`src/rtl/pcs_sync_fsm.sv`:
```
// pcs_sync_fsm -- 1000BASE-X style code-group synchronisation state machine.
//
// Watches the 10-bit code-group stream from the PMA and decides whether the
// receiver is aligned. Sync is declared after enough even-aligned commas. It is
// held while good code-groups outweigh bad ones, and lost on too many bad
// code-groups or when signal_detect drops.
//
// Ports
//   CLK            in   sole clock, rising edge
//   RESET          in   asynchronous, active-low reset
//   signal_detect  in   PMA signal present; 0 forces LOSS_OF_SYNC
//   cg_en          in   code-group strobe; qualifies rx_code_group/cg_invalid
//   rx_code_group  in   [9:0] received code-group (bit 9 = a ... bit 0 = j)
//   cg_invalid     in   decoder flag: not in 8b/10b table or disparity error
//   SYNC_STATUS    out  1 = synchronisation acquired
//   rx_even        out  alignment of the last accepted code-group (1 = even)
//   sync_state     out  [1:0] 00 LOSS, 01 COMMA_DETECT, 10 ACQUIRE, 11 SYNC
//   bad_cnt        out  [3:0] bad code-group count while in SYNC_ACQUIRED
//   rx_cg_out      out  [9:0] registered copy of rx_code_group
//   rx_cg_vld      out  registered copy of cg_en
module pcs_sync_fsm #(
  parameter int COMMAS_TO_SYNC  = 3,
  parameter int GOOD_TO_RECOVER = 4,
  parameter int BAD_TO_LOSS     = 4
) (
  input  logic       CLK,
  input  logic       RESET,
  input  logic       signal_detect,
  input  logic       cg_en,
  input  logic [9:0] rx_code_group,
  input  logic       cg_invalid,
  output logic       SYNC_STATUS,
  output logic       rx_even,
  output logic [1:0] sync_state,
  output logic [3:0] bad_cnt,
  output logic [9:0] rx_cg_out,
  output logic       rx_cg_vld
);

  localparam logic [1:0] ST_LOSS_OF_SYNC  = 2'b00;
  localparam logic [1:0] ST_COMMA_DETECT  = 2'b01;
  localparam logic [1:0] ST_ACQUIRE_SYNC  = 2'b10;
  localparam logic [1:0] ST_SYNC_ACQUIRED = 2'b11;

  // Thresholds widened by one bit so "count + 1" comparisons cannot wrap.
  localparam logic [4:0] L_COMMAS = 5'(COMMAS_TO_SYNC);
  localparam logic [4:0] L_GOOD   = 5'(GOOD_TO_RECOVER);
  localparam logic [4:0] L_BAD    = 5'(BAD_TO_LOSS);

  logic [1:0] r_state;
  logic [3:0] r_comma_cnt;
  logic [3:0] r_bad_cnt;
  logic [3:0] r_good_cnt;
  logic       r_rx_even;
  logic       r_sync_status;
  logic [9:0] r_rx_cg;
  logic       r_rx_vld;

  logic [1:0] w_state_next;
  logic [3:0] w_comma_next;
  logic [3:0] w_bad_next;
  logic [3:0] w_good_next;
  logic       w_even_next;
  logic       w_comma;
  logic       w_cgbad;

  assign w_comma = (rx_code_group[9:3] == 7'b0011111) ||
                   (rx_code_group[9:3] == 7'b1100000);
  // Registered rx_even == 1 means the incoming code-group sits at an odd slot.
  assign w_cgbad = cg_invalid || (w_comma && r_rx_even);

  always_comb begin
    w_state_next = r_state;
    w_comma_next = r_comma_cnt;
    w_bad_next   = r_bad_cnt;
    w_good_next  = r_good_cnt;
    w_even_next  = r_rx_even;

    if (!signal_detect) begin
      w_state_next = ST_LOSS_OF_SYNC;
      w_comma_next = 4'd0;
      w_bad_next   = 4'd0;
      w_good_next  = 4'd0;
      if (cg_en) begin
        w_even_next = ~r_rx_even;
      end
    end else if (cg_en) begin
      w_even_next = ~r_rx_even;
      case (r_state)
        ST_LOSS_OF_SYNC: begin
          if (w_comma && !cg_invalid) begin
            w_state_next = ST_COMMA_DETECT;
            w_even_next  = 1'b1;
            w_comma_next = 4'd1;
          end
        end
        ST_COMMA_DETECT: begin
          if (!w_comma && !cg_invalid) begin
            if ({1'b0, r_comma_cnt} == L_COMMAS) begin
              w_state_next = ST_SYNC_ACQUIRED;
              w_bad_next   = 4'd0;
              w_good_next  = 4'd0;
            end else begin
              w_state_next = ST_ACQUIRE_SYNC;
            end
          end else begin
            w_state_next = ST_LOSS_OF_SYNC;
            w_comma_next = 4'd0;
            w_bad_next   = 4'd0;
            w_good_next  = 4'd0;
          end
        end
        ST_ACQUIRE_SYNC: begin
          if (w_cgbad) begin
            w_state_next = ST_LOSS_OF_SYNC;
            w_comma_next = 4'd0;
            w_bad_next   = 4'd0;
            w_good_next  = 4'd0;
          end else if (w_comma) begin
            // Not cgbad, so this comma is valid and even-aligned.
            w_state_next = ST_COMMA_DETECT;
            w_even_next  = 1'b1;
            if (r_comma_cnt != 4'd15) begin
              w_comma_next = r_comma_cnt + 4'd1;
            end
          end
        end
        default: begin // ST_SYNC_ACQUIRED
          if (w_cgbad) begin
            w_good_next = 4'd0;
            if (({1'b0, r_bad_cnt} + 5'd1) == L_BAD) begin
              w_state_next = ST_LOSS_OF_SYNC;
              w_comma_next = 4'd0;
              w_bad_next   = 4'd0;
            end else begin
              w_bad_next = r_bad_cnt + 4'd1;
            end
          end else if (r_bad_cnt != 4'd0) begin
            if (({1'b0, r_good_cnt} + 5'd1) == L_GOOD) begin
              w_bad_next  = r_bad_cnt - 4'd1;
              w_good_next = 4'd0;
            end else begin
              w_good_next = r_good_cnt + 4'd1;
            end
          end else begin
            w_good_next = 4'd0;
          end
        end
      endcase
    end
  end

  always_ff @(posedge CLK or negedge RESET) begin
    if (!RESET) begin
      r_state       <= ST_LOSS_OF_SYNC;
      r_comma_cnt   <= 4'd0;
      r_bad_cnt     <= 4'd0;
      r_good_cnt    <= 4'd0;
      r_rx_even     <= 1'b0;
      r_sync_status <= 1'b0;
      r_rx_cg       <= 10'd0;
      r_rx_vld      <= 1'b0;
    end else begin
      r_state       <= w_state_next;
      r_comma_cnt   <= w_comma_next;
      r_bad_cnt     <= w_bad_next;
      r_good_cnt    <= w_good_next;
      r_rx_even     <= w_even_next;
      // Derived from the next state so status follows the transition edge.
      r_sync_status <= (w_state_next == ST_SYNC_ACQUIRED);
      r_rx_cg       <= rx_code_group;
      r_rx_vld      <= cg_en;
    end
  end

  assign SYNC_STATUS = r_sync_status;
  assign rx_even     = r_rx_even;
  assign sync_state  = r_state;
  assign bad_cnt     = r_bad_cnt;
  assign rx_cg_out   = r_rx_cg;
  assign rx_cg_vld   = r_rx_vld;

endmodule

```
`config.mk`:
```
export PLATFORM = sky130hd
export DESIGN_NAME = pcs_sync_fsm
export DESIGN_NICKNAME = d
export VERILOG_FILES = /design/src/rtl/pcs_sync_fsm.sv
export SDC_FILE = /design/constraint.sdc
export NUM_CORES = 1
export LEC_CHECK = 0
export CORE_ASPECT_RATIO = 1.2
export CORE_UTILIZATION = 50
export CTS_BUF_LIST = sky130_fd_sc_hd__clkbuf_4 sky130_fd_sc_hd__clkbuf_8
export DETAILED_ROUTE_END_ITERATION = 16
export GPL_TIMING_DRIVEN = 1
export MAX_ROUTING_LAYER = met4
export PLACE_DENSITY_LB_ADDON = 0.25
export SYNTH_ARGS = -nofsm -noshare
export SYNTH_HDL_FRONTEND = slang
export SYNTH_SLANG_ARGS = --single-unit
export TNS_END_PERCENT = 50
```
`constraint.sdc`:
```
create_clock -name CLK -period 3.3 [get_ports CLK]
set_clock_uncertainty 0.05 [all_clocks]
set_input_delay 0.66 -clock CLK [delete_from_list [all_inputs] [get_ports CLK]]
set_output_delay 0.66 -clock CLK [all_outputs]
set_load 0.05 [all_outputs]
```
==> results.cfg <==
[placement]
placed_cells = 231
io_buffers = 33
hpwlAfterDp_um = 2866
gp_congestion = 0.8889
dp_slack_ns = 0.3118

[synth]
ys_ff_latch = 27
syn_inst = 164
syn_avg_cell_area_um2 = 9.674
yosys_warnings = 0
synthTopCellsByArea = dfrtp_1, ha_1, nand2_1, o21ai_0, inv_1
synth_ff_type = dfrtp_1
yosysTopAreaCell = dfrtp_1
synth.distinct_cells = 51
synth_seq_area_share_pct = 42.59
synth.top_cell.area_share_pct = 42.59
ys_async_sr_fraction_pct = 100.0
synth-edff-count = 0
netlist_area_um2 = 1587
synth_nets = 187

[floorplanning]
die_area_um2 = 3403
top_level_ports = 34
die_w_um = 53.42
start_util_pct = 52.40
fp.coreArea_um2 = 3028
fp.dieH_um = 63.71
fp-row-count = 22

[finish]
nFillCells = 236
final_cells = 235
syn_to_final_growth_pct = 25.47
multi_input_area_um2 = 845.8
regArea_um2 = 675.6
antenna_cells = 0
nets = 223
layout-drive-gt1-share_pct = 7.538
final_util_pct = 65.74

[clocking]
clock_path_buffers = 2
clock-sinks = 27
ctsResizeCount = 0
hold_buffers = 0
cts_root_buf = clkbuf_4
numCtsBuffers = 3
cts_setup_buffers = 0
cts_tree = yes
clkLatencyLatePin_ns = 0.35
path_clk_slew_ns = 0.16
cts-htree-levels = 1

[hold_path]
whs_path_depth = 1
hold_path.class = reg -> reg

[timing]
slew_headroom_pct = 46.87
fin_ws_ns = 0.6733
rsz0062_at_grt = false
clock.fmax_mhz = 380.7
fin_crit_sh_pct = 79.60
slew_violations = 0
hold_viol = 0
tns_ns = 0
finalCriticalPeriod_ns = 2.627
worstMarginPinSlew_ns = 0.7866
whs_ns = 0.4907
final-setup-viol-count = 0

[global_route]
track_usage_pct = 25.71
grt_max_degree = 28
grt_pass1_vias = 1398
grt_pass1_wl_um = 6251
grt-ovfl-total = 0
grt_antenna_before_repair = 0

[setup_path]
r2r_cells = 6
slowest_delay_ns = 0.56
crit_path_start_kind = input pin
crit_chain = clkdlybuf4s50_1, or4b_4, o221a_4, or2_1, a221o_1, a32o_1
cp-end-kind = flop
crit_slowest_cell = or4b_4
arrival_ns = 2.84
crit_fanout = 15
required_ns = 3.51
path_class = in -> reg

[power]
switching_power_uw = 230.6
leakagePower_uw = 0.0008111
clkPwrFrac_pct = 22.3
p_int_uw = 462.7
vdd_drop_max_uv = 234.7
combPwrFrac_pct = 25.9
p_sw_share_pct = 33.26
power.sequential.fraction_pct = 51.8
power_density_nw_per_um2 = 348.3

[routing]
dr.pass1.iters = 4
drt_wl_total_um = 3760
via_per_inst = 6.064
via_count = 1425
drt_iter0_drc = 66
detail_route.wl_per_cell_um = 16.00
drc_errors = 0
antenna_left = 0

[run]
cap_violations = 0

[status]
status = completed
==> cell usage after synthesis (all sizes together), types with 2 or more instances <==
master	instances
clkbuf	4
nand2	18
nand3	6
and3	3
nor2b	3
o32ai	2
or3b	2
dfrtp	27
or2	2
nand2b	2
a21o	2
nand4	4
o221ai	2
o41ai	2
o31ai	2
mux2i	2
or3	2
o211ai	3
o21ai	8
nand4b	3
a21oi	5
inv	9
buf	2
nor2	9
a31oi	3
nor3	3
nor3b	4
and2	3
ha	8
==> cell type report <==
| type | count | share of cell area [%] |
|---|---|---|
| Inverter | 9 | 1.697 |
| Sequential cell | 27 | 33.94 |
| Clock buffer | 3 | 1.131 |
| Tap cell | 36 | 2.263 |
| Multi-Input combinational cell | 122 | 42.49 |
| Timing Repair Buffer | 37 | 18.10 |
| Clock inverter | 1 | 0.3771 |
==> placed cells by master (no fill, tap or decap), drive strengths merged, types with 2 or more instances in the layout <==
cell,count
o21ai,8
dfrtp,27
or3b,2
o211ai,3
nand4,4
nand2,18
or3,2
nor2,9
a21oi,5
clkdlybuf4s50,33
nand2b,2
a31oi,3
o32ai,2
o41ai,2
nand4b,3
and2,3
nor3b,4
buf,4
inv,9
nor2b,3
o221ai,2
clkbuf,3
a21o,2
o31ai,2
mux2i,2
nor3,3
nand3,6
and3,3
or2,2
ha,8
==> path summary, 6_finish.rpt <==
| kind | startpoint | endpoint | slack (ns) |
|---|---|---|---|
| worst max-delay path | rx_code_group[7] | r_comma_cnt[1] | 0.67 |
| worst min register to register | r_good_cnt[1] | r_good_cnt[1] | 0.49 |
| max in group asynchronous | RESET | bad_cnt[1] | 2.34 |
| worst min-delay path | r_good_cnt[1] | r_good_cnt[1] | 0.49 |
| worst max register to register | sync_state[1] | r_good_cnt[0] | 0.96 |
| min in group asynchronous | RESET | rx_cg_out[2] | 0.60 |
==> state kept, by name, indices dropped and copies added (netlist names) <==
name and flops:
rx_cg_vld 1, r_comma_cnt 4, sync_state 2, SYNC_STATUS 1, r_good_cnt 4, bad_cnt 4, rx_even 1, rx_cg_out 10
==> metrics by stage <==
step / total power, uW / instance area (um^2)
after floorplan: 472.7 / 1587
after global placement: 540.4 / 1961
after detailed placement: 544.2 / 1961
after CTS: 699.2 / 1991
after global routing: 728.3 / 1991
final: 693.2 / 1991
==> worst max-delay path: cells and delay by family <==
family,cells,cell delay [ns]
AOI/OAI and AO/OA,3,0.87
buffers and inverters,1,0.44
and+or+nand+nor,2,0.86
==> logic make-up (layout without fill, tap and decap cells) <==
logic type | count (synthesis) | after routing | share of synthesized area [%]
AOI/OAI and AO/OA | 41 | 41 | 19.17
adders and majority gates | 8 | 8 | 6.309
DFF | 27 | 27 | 42.59
muxes | 3 | 3 | 2.208
xor gates and xnor gates | 1 | 1 | 0.5522
buffers and inverters | 15 | 50 | 4.100
and+or+nand+nor | 69 | 69 | 25.08
==> per-layer routing <==
layer	vias up	track usage, %	wire length, um
met1	675	30.20	1559
li1	683	-	-
met2	60	42.34	1901
met5	-	-	0
met4	0	12.17	79
met3	7	2.899	219
==> power by group through the flow <==
stage | Sequential [uW] | Combinational [uW] | Clock [uW]
finish | 359 | 180 | 155
global route | 361 | 194 | 173
CTS | 359 | 180 | 160
detailed placement | 365 | 179 | 0
global placement | 364 | 176 | 0
floorplan | 406 | 66.9 | 0
Note: power is estimated with default switching activity, not from simulation.
